[src/rtl/router_port_arbiter.sv]
// router_port_arbiter
//   Round-robin arbiter owning one router output port. Requesting inputs
//   (active-low req_n) compete for the port; the winner keeps it for a whole
//   packet and gives it up on its end-of-packet strobe, on dropping its
//   request (abort), or when the hold limit MAX_HOLD expires (0 = no limit).
//   Every release spends exactly one RELEASE cycle with the port free before
//   the next grant, and the round-robin pointer then moves to the last winner.
//
// Parameters
//   NUM_REQ   number of requesting input ports
//   IDX_W     width of grant_idx (2**IDX_W >= NUM_REQ)
//   MAX_HOLD  maximum grant length in cycles; 0 disables the hold timeout
//
// Ports
//   clock          rising-edge clock
//   reset_n        asynchronous active-low reset (release synchronised upstream)
//   req_n          active-low request per input
//   eop_n          active-low end-of-packet strobe per input (granted input only)
//   grant_n        active-low one-hot grant
//   grant_idx      index of the current / most recent winner
//   busy_n         low while the port is owned
//   timeout        one-cycle pulse in the RELEASE cycle after a hold timeout
//   grant_count    (ROUTER_ARB_STATS_EN) grants since reset, saturating
//   timeout_count  (ROUTER_ARB_STATS_EN) timeouts since reset, saturating
//
// Build option
//   ROUTER_ARB_STATS_EN  adds the grant_count / timeout_count statistics ports.

module router_port_arbiter #(
  parameter int NUM_REQ  = 16,
  parameter int IDX_W    = 4,
  parameter int MAX_HOLD = 1024
) (
  input  logic               clock,
  input  logic               reset_n,
  input  logic [NUM_REQ-1:0] req_n,
  input  logic [NUM_REQ-1:0] eop_n,
  output logic [NUM_REQ-1:0] grant_n,
  output logic [IDX_W-1:0]   grant_idx,
  output logic               busy_n,
  output logic               timeout
`ifdef ROUTER_ARB_STATS_EN
  ,
  output logic [15:0]        grant_count,
  output logic [7:0]         timeout_count
`endif
);

  localparam int CNT_W = (MAX_HOLD > 0) ? $clog2(MAX_HOLD + 1) : 1;

  typedef enum logic [1:0] {IDLE, GRANT, RELEASE} state_t;

  state_t             state;
  logic [IDX_W-1:0]   ptr;
  logic [CNT_W-1:0]   hold_cnt;

  // First requester strictly after base, wrapping modulo NUM_REQ. The
  // distance (i - base - 1) mod NUM_REQ ranks candidates; smallest wins.
  function automatic logic [IDX_W-1:0] rr_pick(input logic [NUM_REQ-1:0] req_v,
                                               input logic [IDX_W-1:0]   base);
    logic [IDX_W-1:0] win;
    int               best;
    int               d;
    win  = '0;
    best = NUM_REQ;
    for (int i = 0; i < NUM_REQ; i++) begin
      d = (i + NUM_REQ - int'(base) - 1) % NUM_REQ;
      if (req_v[i] && (d < best)) begin
        best = d;
        win  = IDX_W'(i);
      end
    end
    return win;
  endfunction

  function automatic logic [NUM_REQ-1:0] onehot_n(input logic [IDX_W-1:0] idx);
    return ~(NUM_REQ'(1) << idx);
  endfunction

  logic [NUM_REQ-1:0] req;
  logic               any_req;
  logic [IDX_W-1:0]   arb_base;
  logic [IDX_W-1:0]   winner;
  logic               eop_hit;
  logic               abort_hit;
  logic               hold_hit;

  assign req       = ~req_n;
  assign any_req   = |req;
  // In RELEASE the pointer is being moved to grant_idx this very cycle, so
  // arbitrate from grant_idx directly rather than the stale pointer.
  assign arb_base  = (state == RELEASE) ? grant_idx : ptr;
  assign winner    = rr_pick(req, arb_base);
  assign eop_hit   = ~eop_n[grant_idx];
  assign abort_hit = req_n[grant_idx];
  assign hold_hit  = (MAX_HOLD != 0) && (hold_cnt == CNT_W'(MAX_HOLD));

  always_ff @(posedge clock or negedge reset_n) begin
    if (!reset_n) begin
      state     <= IDLE;
      grant_n   <= '1;
      grant_idx <= '0;
      busy_n    <= 1'b1;
      timeout   <= 1'b0;
      hold_cnt  <= '0;
      ptr       <= IDX_W'(NUM_REQ - 1);
    end else begin
      timeout <= 1'b0;
      case (state)
        IDLE, RELEASE: begin
          if (state == RELEASE) ptr <= grant_idx;
          if (any_req) begin
            state     <= GRANT;
            grant_idx <= winner;
            grant_n   <= onehot_n(winner);
            busy_n    <= 1'b0;
            hold_cnt  <= CNT_W'(1);
          end else begin
            state     <= IDLE;
            hold_cnt  <= '0;
          end
        end
        GRANT: begin
          if (eop_hit || abort_hit || hold_hit) begin
            state    <= RELEASE;
            grant_n  <= '1;
            busy_n   <= 1'b1;
            hold_cnt <= '0;
            // eop and abort take precedence: a timeout coinciding with
            // either is a normal release, not a revoked grant.
            timeout  <= hold_hit && !eop_hit && !abort_hit;
          end else begin
            hold_cnt <= hold_cnt + 1'b1;
          end
        end
        default: state <= IDLE;
      endcase
    end
  end

`ifdef ROUTER_ARB_STATS_EN
  function automatic logic [15:0] sat_inc16(input logic [15:0] v);
    return (v == 16'hFFFF) ? v : v + 16'd1;
  endfunction

  function automatic logic [7:0] sat_inc8(input logic [7:0] v);
    return (v == 8'hFF) ? v : v + 8'd1;
  endfunction

  // A grant is issued exactly when IDLE/RELEASE sees any request.
  logic grant_start;
  assign grant_start = (state != GRANT) && any_req;

  always_ff @(posedge clock or negedge reset_n) begin
    if (!reset_n) begin
      grant_count   <= '0;
      timeout_count <= '0;
    end else begin
      if (grant_start) grant_count   <= sat_inc16(grant_count);
      if (timeout)     timeout_count <= sat_inc8(timeout_count);
    end
  end
`else
  // Statistics disabled: no counter state and no statistics ports.
`endif

endmodule

[config.mk]
export PLATFORM = sky130hd
export DESIGN_NAME = router_port_arbiter
export DESIGN_NICKNAME = d
export VERILOG_FILES = /design/src/rtl/router_port_arbiter.sv
export SDC_FILE = /design/constraint.sdc
export NUM_CORES = 1
export LEC_CHECK = 0
export CORE_MARGIN = 2
export CORE_UTILIZATION = 25
export CTS_CLUSTER_SIZE = 16
export DETAILED_ROUTE_END_ITERATION = 12
export REMOVE_ABC_BUFFERS = 1
export SYNTH_ARGS = -nofsm -noshare
export SYNTH_HDL_FRONTEND = slang
export SYNTH_SLANG_ARGS = --single-unit
[constraint.sdc]
create_clock -name clock -period 32.8 [get_ports clock]
set_input_delay 8.2 -clock clock [delete_from_list [all_inputs] [get_ports clock]]
set_output_delay 8.2 -clock clock [all_outputs]
set_load 0.01 [all_outputs]
* Yosys cells after proc, flatten, opt, wreduce, memory -nomap -nowiden *
Cells that the tools add are included.

operators by class
  add/subtract/negate cells = 33
  magnitude comparators = 17
  equal/unequal tests = 5
  shifts and indexed selects = 1
  muxes and demuxes = 49
  bitwise gates (word level) = 19
  reductions and logical operators = 43

operators by type and width
  kind                                                         count
  less-than comparator 5 x 32 -> 1 bit                         15
  two-way mux 32 bit                                           15
  subtractor 6 x 2 -> 7 bit (second input constant)            16
  subtractor 5 x 4 -> 6 bit (first input constant)             16
  OR reduction 4 bit                                           16
  two-way mux 4 bit                                            14
  two-way mux 16 bit                                           2
  inverter 16 bit                                              2
  case mux 16 bit (2 select lines)                             1
  case mux 11 bit (2 select lines)                             1
  logical AND 1 bit                                            18
  AND 1 bit                                                    16
  OR reduction 16 bit                                          1
  left shift 1 x 4 -> 16 bit (first input constant)            1
  adder 11 x 1 -> 11 bit (second input constant)               1
  == test 11 bit (second input constant)                       1
  two-way mux 11 bit                                           1
  two-way mux 1 bit                                            9
  binary-select mux 1 bit (select 4 bit)                       2
  less-than comparator 5 x 6 -> 1 bit (second input constant)  1
  less-than comparator 4 x 5 -> 1 bit (second input constant)  1
  two-way mux 2 bit                                            2
  != test 2 bit (second input constant)                        2
  case mux 2 bit (2 select lines)                              1
  11 further kinds                                             12

storage, ports and cells
  register bits = 39
  input bits = 34
  word-level logic and storage cells = 174

* Logic depth before layout (Yosys ltp) *
Gate-level depths: netlist (run 1).

  depth in word-level cells = 58
  gate-level depth with buffers = 153
  mapped depth without buffers = 141

* Worst setup path after synthesis (run 1) *
Ideal clock, no wire load.

  path kind = input-to-reg
  from = in req_n[0]
  to = reg grant_n[13]
  arrival = 33266 ps
  setup slack = -550 ps
  stages = 128
  path buffers = 8
  path through = clkbuf_1 -> or2_2 -> ha_1 -> nand2_1 -> nor3_1 -> o31ai_1 -> nand2_1 -> mux2i_1 -> inv_1 -> ha_1 -> nor4b_1 -> and3_1 -> or4b_1 -> nand2_1 -> and2_1 -> a21oi_1 -> ha_1 -> or4b_2 -> [... 92 more ...] -> inv_1 -> ha_1 -> nor3b_1 -> nand2_1 -> nor2_1 -> inv_1 -> o22ai_1 -> a311o_1 -> nor2_1 -> a21oi_1 -> ha_1 -> a211o_1 -> or3_1 -> o22a_1 -> o21ai_0 -> o211ai_1 -> a31o_1 -> o32a_1

between the ends
  word-level cells in the longest chain between the ends = 52
  elaborated cells on any way between the ends = 74
  those cells by class = 15 x order compare; 2 x eq/ne; 1 x shift; 34 x mux; 2 x bitwise; 20 x reduce/logical

ends and longest elaborated chain
  what                                  RTL line  source
  start: declaration                    36        input logic [NUM_REQ-1:0] req_n,
  inverter 16 bit                       88        assign req = ~req_n;
  logical AND 1 bit                     68        if (req_v[i] && (d < best)) begin
  two-way mux 32 bit                    68
  less-than comparator 5 x 32 -> 1 bit  68
  logical AND 1 bit                     68
  two-way mux 32 bit                    68
  less-than comparator 5 x 32 -> 1 bit  68
  logical AND 1 bit                     68
  [... 36 more ...]                     -
  two-way mux 32 bit                    68
  less-than comparator 5 x 32 -> 1 bit  68
  logical AND 1 bit                     68
  two-way mux 4 bit                     68
  left shift 1 x 4 -> 16 bit            77        return ~(NUM_REQ'(1) << idx);
  inverter 16 bit                       77
  two-way mux 16 bit                    112       if (any_req) begin
  case mux 16 bit (2 select lines)      109       case (state)
  end signal: assignment                115       grant_n <= onehot_n(winner);
  end: declaration                      38        output logic [NUM_REQ-1:0] grant_n,

Several ways; a longest one is shown, not always the timed one. The select of a mux whose other input is x is not followed.
A chain may end at the register's enable or synchronous reset.

* Worst setup path after layout (run 1) *
  from = in req_n[0]
  to = reg grant_n[5]

Same word-level chain as after synthesis.

==> results.py, run 1 <==
metrics = {
    "synthesis": {
        "synth_async_sr_flop_share_pct": 100,
        "synth_cells": 946,
        "synth_top_area_share_pct": 12.8,
        "yosys_warnings": 0,
        "avgSynthCellArea_um2": 7.44,
        "syn_area_mm2": 0.00704,
        "synthTopCellsByArea": "ha_1 (13%), dfstp_2 (7.8%), dfrtp_1 (6.4%), nor2_1 (5.9%), nand2_1 (4.5%)",
        "ys.flop_type": "dfstp_2",
        "yosys.area.top_type": "ha_1",
        "synth_edf_count": 0,
        "ys_seq_area_share_pct": 14.2,
        "ys_ff_latch": 39,
        "yosysUniqueCellTypes": 97,
    },
    "final_layout": {
        "antenna_cells": 0,
        "fin_cells": 1438,
        "fillers": 2954,
        "final_common_cell": "nor2_1",
        "fin_util_pct": 33.3,
        "area_growth_syn_to_layout_pct": 31.5,
        "nets": 1165,
        "final_cell_mix": "nor2_1 (102), buf_4 (83), nand2_1 (79), ha_1 (65), inv_1 (59)",
        "drive_gt1_share_pct": 24.1,
    },
    "sta": {
        "clock-skew-final_ns": 0.00480,
        "worst_slew_pin_slew_ns": 1.39,
        "max_freq_ghz": 0.0316,
        "whs_ns": 0.506,
        "drv_slew": 0,
        "postLayoutSetupSlackWorst_ns": 1.18,
        "fin_crit_sh_pct": 96.4,
        "slew_headroom_pct": 6.64,
        "hold_violations": 0,
        "fin_crit_ns": 31.62,
        "finalSetupViolCount": 0,
    },
    "critical_path": {
        "worstPathRequired_ns": 33.01,
        "cpMostUsedCell": "ha_1",
        "path_class": "in -> reg",
        "cp_slowest_cell": "or4b_2",
        "path_max_fanout": 12,
        "critPathArrivalTime_ns": 31.83,
        "cp_slowest_stage_delay_ns": 0.64,
        "critPathLaunchType": "input pin",
        "end_kind": "flop",
    },
    "global_route": {
        "grt_usage_pct": 16.0,
        "grt_max_degree": 40,
        "gr-total-overflow": 0,
        "grt_pass1_wl_um": 38000,
        "antenna_found_initial": 1,
        "grt_pass1_vias": 7157,
    },
    "placed_design": {
        "portBuffers": 55,
        "place_congestion": 0.943,
        "dp_cells": 1396,
        "post-place-ws_ns": -1.00,
        "dp_hpwl_um": 19400,
    },
    "cts": {
        "numCtsBuffers": 5,
        "root_buffer": "clkbuf_16",
        "cts.path.max_buffers": 2,
        "worstSkewPairLatency_ns": 0.28,
        "cts_sinks": 39,
        "clkTransAtPathRegs_ns": 0.06,
        "cts_tree": "done",
        "h-tree-depth": 2,
    },
    "drt": {
        "wl_per_cell_um": 17.5,
        "drt-total-wl_um": 25200,
        "dr.first_iter.drc_count": 577,
        "num_vias": 7863,
        "viasPerCell": 5.47,
        "ant_nets": 0,
        "drt_pre_antenna_iters": 5,
        "drc_errors": 0,
    },
    "floorplan": {
        "die_w_um": 172,
        "core-area_mm2": 0.0278,
        "dieArea_mm2": 0.0295,
        "initial_core_util_pct": 25.3,
        "rows": 61,
        "dieHeight_um": 172,
        "ios": 56,
    },
    "run": {
        "maxCapViolCount": 0,
    },
    "outcome": {
        "status": "finished clean",
    },
    "worst_hold_path": {
        "hp-class": "reg -> reg",
    },
}
[metal layers]
| metal | track usage [%] | vias up | part of all wire, % |
|---|---|---|---|
| met5 | 0 | - | 0.044 |
| li1 | - | 3769 | - |
| met2 | 27.0 | 252 | 46 |
| met1 | 21.7 | 3805 | 44 |
| met3 | 2.23 | 35 | 6.9 |
| met4 | 3.62 | 2 | 2.4 |
[worst paths after layout]
path | from | to | cells after the start | slack [ns]
max in group asynchronous | reset_n | hold_cnt[5] | 1 | 24.24
max reg2reg | state[1] | grant_n[5] | 134 | 5.36
min reg2reg | hold_cnt[8] | hold_cnt[8] | 1 | 0.51
max | req_n[0] | grant_n[5] | 127 | 1.18
min in group asynchronous | reset_n | grant_idx[0] | 1 | 8.02
min | hold_cnt[8] | hold_cnt[8] | 1 | 0.51
[timing repair]
action / in CTS / in global routing
pin swaps: 3 / 45
hold endpoints to repair: 0 / 0
resized for setup: 14 / 108
buffers inserted: 4 / 30
hold buffers: 0 / 0
endpoints found under the setup margin: 20 / 20
[cell type report]
class	instances	area (um^2)	share of cell area [%]
inverter	62	233	2.51
clock buffer	6	139	1.50
timing repair buffer	141	1200	13.0
clock inverter	2	38.8	0.419
sequential	39	1000	10.8
tap	378	473	5.11
multi-input combinational	810	6160	66.6
[critical path: cells and delay by family]
kind	cells	cell delay (ns)
compound gates	52	9.29
simple gates	39	6.87
fa+ha+maj	15	4.14
mux	8	1.77
buf+inv	13	1.57
[metrics by stage]
step                setup TNS (ns)  cell area, um^2
floorplan                    -1.69             6870
global placement            -12.79             8280
detailed placement          -18.39             8280
CTS                              0             8550
global route                 -2.97             9260
finish                           0             9260
[flip-flops by register name, indices dropped and copies added (netlist names)]
| signal | cells |
|---|---|
| state | 2 |
| ptr | 4 |
| hold_cnt | 11 |
| timeout | 1 |
| grant_n | 16 |
| grant_idx | 4 |
| busy_n | 1 |
[logic make-up (layout without fill, tap and decap cells)]
logic type	Yosys count	in the layout	synth area share (%)
AO/OA/AOI/OAI	299	299	31.1
XOR/XNOR	21	21	2.92
adder cells (fa/ha/maj)	72	72	12.8
buffers and inverters	100	211	5.90
flip-flops	39	39	14.2
multiplexers	41	41	6.93
other	1	4	0.0533
AND/OR/NAND/NOR	373	373	26.0
[Yosys cell counts (all sizes together), types with 21 or more instances]
master / number
nor2: 111
nand2: 86
ha: 72
o21ai: 64
a21oi: 62
inv: 61
nand3: 32
clkbuf: 24
mux2i: 24
a31oi: 23
dfstp: 21
nor3: 21
Power of run 1 is left out: the tool's default activity adds up to more than one toggle a clock period on the data nets, which glitch-free logic cannot reach.
==> run 2: changes to the inputs <==
- CTS_BUF_LIST: unset -> sky130_fd_sc_hd__clkbuf_2 sky130_fd_sc_hd__clkbuf_4 sky130_fd_sc_hd__clkbuf_8
==> results.py, run 2 (synthesis gave the netlist of run 1 again) <==
metrics = {
    "outcome": {
        "status": "finished clean",
    },
    "sta": {
        "hold_violations": 0,
        "whs_ns": 0.509,
        "fin_crit_ns": 31.66,
        "drv_slew": 0,
        "slew_headroom_pct": 3.11,
        "postLayoutSetupSlackWorst_ns": 1.14,
        "max_freq_ghz": 0.0316,
        "fin_crit_sh_pct": 96.5,
        "clock-skew-final_ns": 0.00498,
        "worst_slew_pin_slew_ns": 1.44,
        "finalSetupViolCount": 0,
    },
    "final_layout": {
        "final_common_cell": "nor2_1",
        "drive_gt1_share_pct": 23.5,
        "top_regs": "grant_n (16), hold_cnt (11)",
        "area_growth_syn_to_layout_pct": 29.7,
        "fillers": 2968,
        "multi_input_area_mm2": 0.00610,
        "final_cell_mix": "nor2_1 (102), buf_4 (83), nand2_1 (80), ha_1 (67), inv_1 (59)",
        "fin_cells": 1437,
        "fin_util_pct": 32.9,
        "top_register": "grant_n",
        "largest_reg_flops": 16,
        "nets": 1164,
        "antenna_cells": 0,
        "regArea_mm2": 0.00100,
    },
    "critical_path": {
        "reg2reg_to": "grant_n[5]",
        "cp_slowest_cell": "or4b_2",
        "critPathLaunchType": "input pin",
        "cpMostUsedCell": "ha_1",
        "path_max_fanout": 12,
        "reg2reg_depth": 134,
        "worstPathRequired_ns": 33.04,
        "cp_slowest_stage_delay_ns": 0.64,
        "critPathArrivalTime_ns": 31.90,
        "r2r_slack_ns": 5.29,
        "path_class": "in -> reg",
        "end_kind": "flop",
        "r2r_start": "state[0]",
    },
    "worst_hold_path": {
        "hp-class": "reg -> reg",
        "hold_end": "hold_cnt[8]",
        "hp-start": "hold_cnt[8]",
        "holdPathStages": 1,
    },
    "global_route": {
        "grt_pass1_vias": 7123,
        "grt_max_degree": 40,
        "grt_pass1_wl_um": 37900,
        "grt_usage_pct": 16.0,
        "antenna_found_initial": 1,
        "gr-total-overflow": 0,
    },
    "floorplan": {
        "rows": 61,
        "ios": 56,
        "die_w_um": 172,
        "dieHeight_um": 172,
        "initial_core_util_pct": 25.3,
        "dieArea_mm2": 0.0295,
        "core-area_mm2": 0.0278,
    },
    "placed_design": {
        "dp_cells": 1396,
        "post-place-ws_ns": -1.00,
        "place_congestion": 0.943,
        "dp_hpwl_um": 19400,
        "portBuffers": 55,
    },
    "cts": {
        "worstSkewPairLatency_ns": 0.30,
        "numCtsBuffers": 5,
        "root_buffer": "clkbuf_8",
        "ctsHoldBuffers": 0,
        "clkTransAtPathRegs_ns": 0.08,
        "cts.path.max_buffers": 2,
        "cts_sinks": 39,
        "cts_tree": "done",
        "h-tree-depth": 2,
    },
    "drt": {
        "wl_per_cell_um": 17.5,
        "drt-total-wl_um": 25200,
        "viasPerCell": 5.45,
        "dr.first_iter.drc_count": 623,
        "drc_errors": 0,
        "drt_pre_antenna_iters": 6,
        "num_vias": 7833,
        "ant_nets": 0,
    },
    "run": {
        "maxCapViolCount": 0,
    },
}
==> run 2: cell types whose count changed in the layout (fill, tap and decap cells not counted), sizes merged <==
cell	previous run	this run
buf	87	86
==> run 2: area by class of cell <==
type	count	share of cell area, %
multi-input cells	810	66.9
repair buffers	140	13.1
flip-flops and latches	39	11.0
well taps	378	5.18
inverters	62	2.55
clock buffers	6	0.905
clock inverters	2	0.425
==> run 2: critical path: cells and delay by family <==
family          cells  cell delay (ns)
buf+inv            13             1.47
mux                 8             1.74
fa+ha+maj          15             4.07
simple gates       43             7.92
compound gates     48             8.50
==> run 2: layer usage <==
metal | track usage [%] | share of wire [%] | vias to the layer above | routed length, um
li1 | - | - | 3767 | -
met1 | 21.8 | 45 | 3783 | 11300
met2 | 26.9 | 46 | 248 | 11600
met3 | 2.12 | 6.6 | 33 | 1650
met4 | 3.40 | 2.4 | 2 | 605
met5 | 0 | 0.044 | - | 11
==> run 2: per-stage QoR <==
stage / area, um^2 / TNS (ns)
2_1_floorplan: 6870 / -1.69
3_3_place_gp: 8280 / -12.79
3_5_place_dp: 8280 / -18.39
4_1_cts: 8490 / 0
5_1_grt: 9130 / -3.41
6_report: 9130 / 0
==> run 2: worst max-delay path by stage <==
stage          depth (start not counted)           end     start
5_1_grt                              130    grant_n[5]  req_n[0]
3_3_place_gp                         119   grant_n[11]  req_n[0]
2_1_floorplan                        120   grant_n[13]  req_n[0]
3_5_place_dp                         123    grant_n[7]  req_n[0]
4_1_cts                              126  grant_idx[0]  req_n[0]
6_report                             127    grant_n[5]  req_n[0]
==> run 2: timing repair <==
action,in CTS,in global routing
buffers inserted,4,29
resized for setup,13,99
pin swaps,3,44
setup endpoints to repair,20,20
cloned,0,0
Power of run 2 is left out for the same reason.
